**config.mk**
```make
export PLATFORM = sky130hd
export DESIGN_NAME = cmp_sched
export DESIGN_NICKNAME = d
export VERILOG_FILES = /design/src/rtl/cmp_sched.sv
export SDC_FILE = /design/constraint.sdc
export NUM_CORES = 1
export LEC_CHECK = 0
export CAP_MARGIN = 10
export CORE_AREA = 2 2 101 103
export DETAILED_ROUTE_END_ITERATION = 8
export DIE_AREA = 0 0 103 105
export PLACE_DENSITY = 0.84
export SLEW_MARGIN = 25
export SYNTH_ARGS = -nofsm -noshare
export SYNTH_HDL_FRONTEND = slang
export SYNTH_SLANG_ARGS = --single-unit
export TNS_END_PERCENT = 30
```
**constraint.sdc**
```tcl
create_clock -name clk -period 1.4 [get_ports clk]
set_input_delay 0.14 -clock clk [delete_from_list [all_inputs] [get_ports clk]]
set_output_delay 0.14 -clock clk [all_outputs]
set_load 0.01 [all_outputs]
```
**src/rtl/cmp_sched.sv**
```systemverilog
// Round-robin arbiter that time-shares one branch comparator between NUM_REQ requesters.
// One request is in flight at a time: IDLE (grant/accept) -> CMP (sample result) -> RESP (hand back).
module cmp_sched #(
  parameter int NUM_REQ = 2,
  parameter int ID_W    = 1
) (
  input  logic                      clk,
  input  logic                      rst,
  input  logic [NUM_REQ-1:0]        req_valid,
  output logic [NUM_REQ-1:0]        req_ready,
  input  logic [32*NUM_REQ-1:0]     req_rs1_d,
  input  logic [32*NUM_REQ-1:0]     req_rs2_d,
  input  logic [3*NUM_REQ-1:0]      req_op,
  output logic [31:0]               cmp_rs1_d,
  output logic [31:0]               cmp_rs2_d,
  output logic [2:0]                cmp_op,
  input  logic                      cmp_b,
  output logic                      rsp_valid,
  input  logic                      rsp_ready,
  output logic [ID_W-1:0]           rsp_id,
  output logic                      rsp_b,
  output logic                      rsp_err
);

  localparam int DATA_W = 32;
  localparam int OP_W   = 3;
  localparam logic [ID_W:0] NUM_REQ_W = (ID_W+1)'(NUM_REQ);

  localparam logic [1:0] S_IDLE = 2'd0;
  localparam logic [1:0] S_CMP  = 2'd1;
  localparam logic [1:0] S_RESP = 2'd2;

  logic [1:0]        state;
  logic [ID_W-1:0]   ptr;
  logic              grant_vld;
  logic [ID_W-1:0]   grant;
  logic [ID_W-1:0]   cand;
  logic [DATA_W-1:0] sel_rs1;
  logic [DATA_W-1:0] sel_rs2;
  logic [OP_W-1:0]   sel_op;
  logic              accept;

  function automatic logic op_legal(input logic [OP_W-1:0] op);
    return (op <= 3'd5);
  endfunction

  // Sum of two ids is below 2*NUM_REQ, so a single conditional subtract wraps it.
  function automatic logic [ID_W-1:0] wrap_id(input logic [ID_W:0] v);
    logic [ID_W:0] r;
    r = v;
    if (r >= NUM_REQ_W) r = r - NUM_REQ_W;
    return r[ID_W-1:0];
  endfunction

  always_comb begin
    grant_vld = 1'b0;
    grant     = '0;
    cand      = '0;
    for (int k = 0; k < NUM_REQ; k++) begin
      cand = wrap_id({1'b0, ptr} + (ID_W+1)'(k));
      if (!grant_vld && req_valid[cand]) begin
        grant_vld = 1'b1;
        grant     = cand;
      end
    end
    sel_rs1 = req_rs1_d[DATA_W*grant +: DATA_W];
    sel_rs2 = req_rs2_d[DATA_W*grant +: DATA_W];
    sel_op  = req_op[OP_W*grant +: OP_W];
  end

  always_comb begin
    req_ready = '0;
    if (!rst && (state == S_IDLE) && grant_vld) req_ready[grant] = 1'b1;
  end

  assign accept = (state == S_IDLE) && grant_vld;

  // Stage boundary: operands registered toward cmp, result captured one cycle later.
  always_ff @(posedge clk) begin
    if (rst) begin
      state     <= S_IDLE;
      ptr       <= '0;
      cmp_rs1_d <= '0;
      cmp_rs2_d <= '0;
      cmp_op    <= '0;
      rsp_valid <= 1'b0;
      rsp_id    <= '0;
      rsp_b     <= 1'b0;
      rsp_err   <= 1'b0;
    end else begin
      case (state)
        S_IDLE: begin
          if (accept) begin
            cmp_rs1_d <= sel_rs1;
            cmp_rs2_d <= sel_rs2;
            cmp_op    <= sel_op;
            rsp_id    <= grant;
            state     <= S_CMP;
          end
        end
        S_CMP: begin
          rsp_b     <= op_legal(cmp_op) ? cmp_b : 1'b0;
          rsp_err   <= !op_legal(cmp_op);
          rsp_valid <= 1'b1;
          state     <= S_RESP;
        end
        S_RESP: begin
          if (rsp_ready) begin
            rsp_valid <= 1'b0;
            ptr       <= wrap_id({1'b0, rsp_id} + 1'b1);
            state     <= S_IDLE;
          end
        end
        default: state <= S_IDLE;
      endcase
    end
  end

endmodule

```
Word-level counts from Yosys, hierarchy flattened

Index checks and enable logic that the tools add are counted.

Bits in registers: 74
Word-level logic and storage cells: 64
Output and inout bits: 73

Order comparisons: 8
Equal/unequal tests: 4
Reductions and logical operators: 14
Shift-type cells: 3
Muxes and demuxes: 20
$mul: 1
$add $sub $neg: 5

Operators with widths:

| operator                                                                             | count |
|---|---|
| 64-bit by 7-bit indexed part select with 32-bit output                               | 2 |
| 1-bit 2-to-1 mux                                                                     | 14 |
| 2-bit AND reduction                                                                  | 4 |
| 1-bit by 2-bit less-than comparator with 1-bit output (second input constant)        | 3 |
| 2-bit 2-to-1 mux                                                                     | 3 |
| 2-bit one-hot mux with 3 select lines                                                | 1 |
| 6-bit by 4-bit indexed part select with 3-bit output                                 | 1 |
| 1-bit logical AND                                                                    | 5 |
| 1-bit by 1-bit adder with 2-bit output (second input constant)                       | 2 |
| 2-bit greater-or-equal comparator (second input constant)                            | 2 |
| 2-bit != test (second input constant)                                                | 2 |
| 3-bit less-or-equal comparator (second input constant)                               | 1 |
| 1-bit zero test                                                                      | 3 |
| 2-bit by 1-bit multiplier with 3-bit output (first input constant)                   | 1 |
| 1-bit subtractor (second input constant)                                             | 3 |
| 2-bit by 1-bit == test with 1-bit output (second input constant)                     | 1 |
| 2-bit == test (second input constant)                                                | 1 |
| 1-bit by 2-bit greater-or-equal comparator with 1-bit output (second input constant) | 1 |
| 2-bit zero test                                                                      | 1 |
| 1-bit one-hot mux with 2 select lines                                                | 1 |
| 2-bit nonzero test                                                                   | 1 |
| 1-bit demux with 1-bit select                                                        | 1 |
| 1-bit greater-or-equal comparator (second input constant)                            | 1 |

Longest topological paths before layout

Gate-level depths: netlist (run 1).

Depth in word-level cells: 13
Depth in mapped cells: 7
Mapped depth without buffers: 4

Least setup slack after synthesis (run 1)

No wires, ideal clock.

Kind: register to register
Start: reg state[0]
End: reg cmp_rs1_d[21]
Slack: 43 ps
Cell stages (with the launch flop): 7
Clock period less this slack: 1357 ps
Data arrival time: 1242 ps
Required time: 1286 ps
Path buffers: 2
Cell sequence: dfxtp_1 -> nor3_1 -> and3_1 -> buf_6 -> buf_6 -> a22o_1 -> a21o_1

Longest elaborated chain between the ends: 3

RTL lines:

| element                                | RTL line | RTL |
|---|---|---|
| from (decl)                            | 33       | `logic [1:0] state;` |
| from (signal assigned)                 | 81       | `state <= S_IDLE;` |
| from (signal assigned)                 | 98       | `state <= S_CMP;` |
| from (signal assigned)                 | 105      | `state <= S_RESP;` |
| 2-bit zero test *                      | 76, 91   |  |
| 1-bit logical AND                      | 76       | `assign accept = (state == S_IDLE) && grant_vld;` |
| 2-bit AND reduction (no source line) * | n/a      |  |
| to (signal assigned)                   | 94       | `cmp_rs1_d <= sel_rs1;` |
| to (decl)                              | 14       | `output logic [31:0] cmp_rs1_d,` |

Mark *: on every way between the ends. The rest lies on a longest branch, timed or not.
A chain may end at the register's enable or synchronous reset.

Final worst setup path (run 1)

Start: reg state[1]
End: out req_ready[1]

Longest elaborated chain between the ends: 4

RTL lines:

| element                        | RTL line | RTL |
|---|---|---|
| 2-bit zero test                | 73       | `if (!rst && (state == S_IDLE) && grant_vld) req_ready[grant] = 1'b1;` |
| 1-bit logical AND (2 in a row) | 73       |  |
| 2-bit 2-to-1 mux               | 73       |  |
| to (decl)                      | 10       | `output logic [NUM_REQ-1:0] req_ready,` |

Every way passes these cells.

==> results of run 1 <==
## cells in the mapped netlist
master    instances
dfxtp_1          74
a21o_1           46
a22o_1           45
nand2_1          26
mux2i_1          22
o21ai_0          21
buf_2            10
buf_6             5
nor2_1            5
a21oi_1           4
buf_4             4
clkbuf_1          3
inv_1             2
nor3_1            2
a211oi_1          1
a21oi_2           1
a22oi_1           1
and3_1            1
and3b_1           1
nand2b_1          1
nor2b_1           1
nor4_1            1
o21ai_1           1
o21ai_2           1
or2_2             1
or3b_2            1
## power by group
| part | internal [mW] | switching, mW | leakage [nW] |
|---|---|---|---|
| sequential | 2.32 | 0.114 | 0.610 |
| clock | 0.856 | 0.795 | 0.0941 |
| combinational | 0.913 | 0.545 | 2.62 |
| total | 4.09 | 1.45 | 3.33 |
## state kept, by name, indices dropped and copies added, names as in the netlist
signal	count
ptr	1
rsp_b	1
rsp_valid	1
state	2
cmp_rs2_d	32
cmp_op	3
rsp_id	1
cmp_rs1_d	32
rsp_err	1
## critical path: stages (launching register included)
cell	delay, ns
dfxtp_2	0.34
buf_6	0.12
nor4_4	0.27
buf_4	0.17
buf_6	0.09
## kinds of logic after synthesis
logic type,synth area share (%)
buffers and inverters,5.288
and+or+nand+nor,5.971
muxes,7.505
DFF,50.49
AOI/OAI and AO/OA,30.75
## metal layers
metal	wire (um)	share of wire, %
met3	995	9.7
met5	0	0
met2	5246	51
met4	206	2.0
met1	3857	37
## layout make-up
cell class	count	area share, %
clock inverter	5	0.9817
timing repair buffer	227	43.22
sequential	74	26.44
inverter	2	0.1339
tap	133	2.967
clock buffer	10	2.454
multi-input combinational	183	23.81
## stage by stage
step           hold WS [ns]  util [%]
6_report             0.3739     58.18
5_1_grt              0.3521     58.18
4_1_cts              0.3555     56.44
3_5_place_dp         0.4463     54.19
3_3_place_gp         0.4333     54.19
2_1_floorplan        0.2498         -
## worst max-delay path by stage
stage	startpoint	to	depth (start not counted)
after floorplan	state[0]$_SDFFE_PP0P_	cmp_rs1_d[21]$_SDFFE_PP0P_	6
after global placement	rst	req_ready[1]	5
after detailed placement	rst	req_ready[1]	5
after CTS	state[1]$_SDFFE_PP0P_	req_ready[1]	4
after global routing	state[1]$_SDFFE_PP0P_	req_ready[1]	4
final	state[1]$_SDFFE_PP0P_	req_ready[1]	4
## repair_timing
item	in CTS	in global routing
hold buffers	0	0
pin swaps	2	1
endpoints found under the setup margin	62	102
hold endpoints to repair	0	0
gates resized for setup	32	54
gates cloned	0	1
buffers inserted	1	0
==> results.md, run 1 <==
* Setup Skew at 0.01195 ns
* Cell Pwr Density at 988.2 mW/mm^2
* Cell area after synthesis at 0.002934 mm^2
* Later-pin clock latency in the skew report at 0.34 ns
* Yosys warnings at 0
* Post-route setup slack at -0.08408 ns
* Cells after synthesis at 281
* Crit start category: register
* CTS tree: built
* Final Cell Area at 0.005608 mm^2
* Total Power at 5.542 mW
* Nets at 637
* Min-Delay Path Depth at 2
* Global-route wire length before repair at 14,880 um
* Layout Area Growth over Synthesis at 91.13%
* Cell Count, Final, Fillers Out at 634
* I/O Pins at 213
* RSZ-0062 raised after global routing: true
* Congestion Overflow GR at 0
* Final setup vio count at 3
* Worst r2r path cells at 6
* Worst slew pin tran at 0.3165 ns
* Drt first pass iters at 4
* Antenna violations before repair at 0
* Final HPWL DP at 7656 um
* Relative slew slack at 78.90%
* Final ANT Viol Nets at 0
* Violated checks: negative setup slack
* WHS Endpoint: cmp_rs1_d[11]$_SDFFE_PP0P_
* Root buffer cell: clkbuf_8
* Commonest non-fill, non-tap cell in the layout: clkdlybuf4s50_1
* Num CTS Buffers at 9
* Diodes inserted at 0
* DIE WIDTH at 103 um
* Status: complete, but fails checks
* Placed cell area at 0.005224 mm^2
* DRC Markers at 0
* Final hold violations at 0
* Final period util at 106.0%
* Routability cong. at 0.7467
* Dpl ws at -0.5228 ns
* CP Max Fanout at 3
* Die area at 0.01082 mm^2
* Final TNS setup at -0.09475 ns
* Fmax at 673.8 MHz
* Multi-input logic area at 0.001335 mm^2
* DR iter-0 viols at 93
* Hold_sp: req_rs1_d[43]
* Chip Height at 105 um
* HP Class: in -> reg
* R2r startpoint: state[0]$_SDFFE_PP0P_
* Lkg Pwr at 3.328 nW
* Min cycle time layout at 1.484 ns
* GR Layer Usage met2 at 33.35%
* Area leader, netlist: dfxtp_1
* Sinks on Clock Net at 74
* Layout cells sized above 1 at 8.184%
* Avg Cell Area, Syn at 10.44 um^2
* CP required at 1.26 ns
* Final Max Slew Viols at 0
* Placed cells at 617
* Syn Nets at 421
* Vias per cell at 4.852
* Area contributors post-synth: dfxtp_1, a22o_1, a21o_1
* Global routing's busiest layer: met2
* Post-synth top area share at 50.49%
* Via count at 3,076
* Reg clk slew, reported paths at 0.08 ns
* Worst vdd ir at 0.0004675 V
* Met1 usage at 17.62%
* Initial Util at 30.44%
* Crit Path Class: reg -> out
* Cell variety after synth at 26
* Fillcell total at 855
* Critical R2R Capture: cmp_rs2_d[11]$_SDFFE_PP0P_
* Pin count of the biggest net entering global routing at 46
* Grt met3 use at 5.953%
* WL per Instance at 16.25 um
* PortBufs at 212
* Clock buffer depth at 2
* Htree depth at 3
* Arrival @ worst endpoint at 1.34 ns
* Number of global-route vias before repair at 3,068
* Commonest non-fill, non-tap cells in the layout: clkdlybuf4s50_1, dfxtp_1, dlymetal6s2s_1
* Seq cells post-synth at 74
* Max Cap Violations at 0
* Rows at 36
* Routed WL at 10,310 um
* Seq. cell area at 0.001483 mm^2
* Element type at the critical path end: output port
* All-Layer GR Usage at 17.81%
* Seq/Total Area, Yosys at 50.49%
* Core area at 0.009639 mm^2
* Flop-to-flop setup slack at 0 ns
Power figures use the tool's default switching activity.
==> run 2, diff against run 1 <==
--- a/config.mk
+++ b/config.mk
@@ -10,6 +10,7 @@
 export DETAILED_ROUTE_END_ITERATION = 8
 export DIE_AREA = 0 0 103 105
 export PLACE_DENSITY = 0.84
+export SETUP_SLACK_MARGIN = 0.02
 export SLEW_MARGIN = 25
 export SYNTH_ARGS = -nofsm -noshare
 export SYNTH_HDL_FRONTEND = slang
==> run 2 against run 1 <==
Effect of this change:
- the flow still finishes with violations (negative setup slack)
- sequential share of layout area is 0.28 points higher
- routed wire length is 0.16% higher
- sequential cell count stayed put
- clock power hardly changed
- fmax is 0.28% higher
- clock skew hardly changed
- cell count is 0.32% higher
- worst hold slack hardly changed
- total power is 0.33% lower
- sequential power hardly changed
- register-to-register slack worse by 0.07 ns
- non-clock buffer count is 2 higher
==> results.md, run 2 (same netlist as run 1, synthesis figures left out) <==
* Status: complete, but fails checks
* Violated checks: negative setup slack
* Rows at 36 (unchanged)
* Arrival @ worst endpoint at 1.34 ns (about the same)
* Hold_sp: req_rs1_d[43]
* Final hold violations at 0 (unchanged)
* Diodes inserted at 0 (unchanged)
* I/O Pins at 213 (unchanged)
* Final TNS setup at -1.860 ns (-1.766 ns)
* DRC Markers at 0 (unchanged)
* Final setup vio count at 46 (+43)
* PortBufs at 212 (unchanged)
* Die area at 0.01082 mm^2 (unchanged)
* Initial Util at 30.44% (unchanged)
* Commonest non-fill, non-tap cells in the layout: clkdlybuf4s50_1, dfxtp_1, a21o_1, dlygate4sd2_1, a22o_1
* Dpl ws at -0.5228 ns (unchanged)
* Total Power at 5.523 mW (-0.33%)
* Relative slew slack at 79.08% (+0.18 points)
* Buf+Inv Stages, Crit Path at 3 (unchanged)
* Top cell by count, worst path: buf_6
* Worst slew pin tran at 0.3137 ns (-0.002741 ns)
* WL per Instance at 16.23 um (-0.15%)
* Chip Height at 105 um (unchanged)
* Later-pin clock latency in the skew report at 0.34 ns (about the same)
* Placed cells at 617 (unchanged)
* Min-Delay Path Depth at 2 (unchanged)
* Final Cell Area at 0.005554 mm^2 (-0.96%)
* Hold Buf Count CTS at 0 (unchanged)
* Multi-input logic area at 0.001333 mm^2 (-0.19%)
* Global-route wire length before repair at 14,890 um (about the same)
* Congestion Overflow GR at 0 (unchanged)
* Crit-path cells: buf_6 -> nor4_4 -> buf_4 -> buf_6
* Fillcell total at 880 (+2.9%)
* Drt first pass iters at 4 (unchanged)
* CTS tree: built
* Lkg Pwr at 3.103 nW (-6.8%)
* All-Layer GR Usage at 17.82% (about the same)
* Top flop regs: cmp_rs1_d x32, cmp_rs2_d x32, cmp_op x3
* Num CTS Buffers at 9 (unchanged)
* Core area at 0.009639 mm^2 (unchanged)
* Final HPWL DP at 7656 um (unchanged)
* Pin count of the biggest net entering global routing at 46 (unchanged)
* Commonest non-fill, non-tap cell in the layout: clkdlybuf4s50_1
* Via count at 3,064 (-0.39%)
* Post-route setup slack at -0.07994 ns (+0.004131 ns)
* Htree depth at 3 (unchanged)
* Worst r2r path cells at 7 (+1)
* Number of global-route vias before repair at 3,055 (-0.42%)
* Element type at the critical path end: output port
* Vias per cell at 4.818 (-0.70%)
* DR iter-0 viols at 92 (-1.1%)
* Layout Utilization at 57.62% (-0.56 points)
* Antenna violations before repair at 0 (unchanged)
* Placed cell area at 0.005224 mm^2 (unchanged)
* Min cycle time layout at 1.480 ns (-0.004131 ns)
* Setup Skew at 0.01206 ns (+0.0001015 ns)
* Seq. cell area at 0.001484 mm^2 (about the same)
* Worst vdd ir at 0.0004658 V (-0.36%)
* Critical R2R Capture: cmp_rs2_d[11]$_SDFFE_PP0P_
* CP required at 1.26 ns (about the same)
* CP Max Fanout at 3 (unchanged)
* Routability cong. at 0.7467 (unchanged)
* Cell Pwr Density at 994.5 mW/mm^2 (+0.63%)
* Root buffer cell: clkbuf_8
* HP Class: in -> reg
* Slowest stage delay, CP at 0.34 ns (about the same)
* Final period util at 105.7% (-0.30 points)
* Layout cells sized above 1 at 8.748% (+0.56 points)
* Cell Count, Final, Fillers Out at 636 (+0.32%)
* Routed WL at 10,320 um (+0.16%)
* Flop-to-flop setup slack at -0.07 ns (-0.07 ns)
* Crit start category: register
* Final Max Slew Viols at 0 (unchanged)
* Layout Area Growth over Synthesis at 89.30%
* Sinks on Clock Net at 74 (unchanged)
* Reg clk slew, reported paths at 0.08 ns (about the same)
* Max Cap Violations at 0 (unchanged)
* Clock buffer depth at 2 (unchanged)
* R2r startpoint: state[0]$_SDFFE_PP0P_
* Slowest cell on crit path: dfxtp_2
* Worst hold slack at 0.3738 ns (-0.0001230 ns)
* Top delay family on crit path: buffers and inverters
* Final ANT Viol Nets at 0 (unchanged)
* Crit Path Class: reg -> out
* WHS Endpoint: cmp_rs1_d[11]$_SDFFE_PP0P_
* RSZ-0062 raised after global routing: true
* Fmax at 675.7 MHz (+0.28%)
* DIE WIDTH at 103 um (unchanged)
* Nets at 639 (+0.31%)
## run 2: changes by cell type in the layout (fill, tap and decap cells not counted), sizes merged
cell / delta
dlygate4sd2: +32
dlymetal6s2s: -23
clkdlybuf4s50: -9
buf: +1
clkbuf: +1
## run 2: what timing repair did
item | CTS | global route
gates cloned | 0 | 2
setup endpoints to repair | 94 | 87
pin swaps | 2 | 0
endpoints found under the hold margin | 0 | 0
resized for setup | 66 | 29
buffers inserted | 1 | 1
## run 2: power breakdown
group          leakage [nW]  switching (mW)  total, mW  internal [mW]
Combinational          2.40           0.552       1.44          0.888
Sequential            0.611           0.113       2.43           2.32
Clock                0.0941           0.794       1.65          0.856
## run 2: worst max-delay path by stage
stage	slack, ns	endpoint	cells past startpoint	from
finish	-0.08	req_ready[1]	4	state[1]$_SDFFE_PP0P_
global route	-0.18	req_ready[1]	4	state[1]$_SDFFE_PP0P_
CTS	-0.15	req_ready[1]	4	state[1]$_SDFFE_PP0P_
detailed placement	-0.52	req_ready[1]	5	rst
global placement	-0.53	req_ready[1]	5	rst
floorplan	0.04	cmp_rs1_d[21]$_SDFFE_PP0P_	6	state[0]$_SDFFE_PP0P_
## run 2: cell type report
type                            count  share of cell area, %
Tap cell                          133                  2.996
Timing Repair Buffer              229                  42.69
Multi-Input combinational cell    183                  23.99
Clock inverter                      5                 0.9912
Inverter                            2                 0.1352
Sequential cell                    74                  26.72
Clock buffer                       10                  2.478
## run 2: per-layer routing
metal	GRT usage, %	share of wire [%]	up-vias
met5	0	0	-
met4	5.827	1.4	0
met3	5.819	10	12
met2	33.77	51	159
met1	17.74	37	1424
li1	-	-	1469
==> run 3, diff against run 2 <==
--- a/config.mk
+++ b/config.mk
@@ -5,7 +5,7 @@
 export SDC_FILE = /design/constraint.sdc
 export NUM_CORES = 1
 export LEC_CHECK = 0
-export CAP_MARGIN = 10
+export CAP_MARGIN = 20
 export CORE_AREA = 2 2 101 103
 export DETAILED_ROUTE_END_ITERATION = 8
 export DIE_AREA = 0 0 103 105
==> results of run 3 <==
The final DEF is identical to that of run 2; final timing and power are the same.
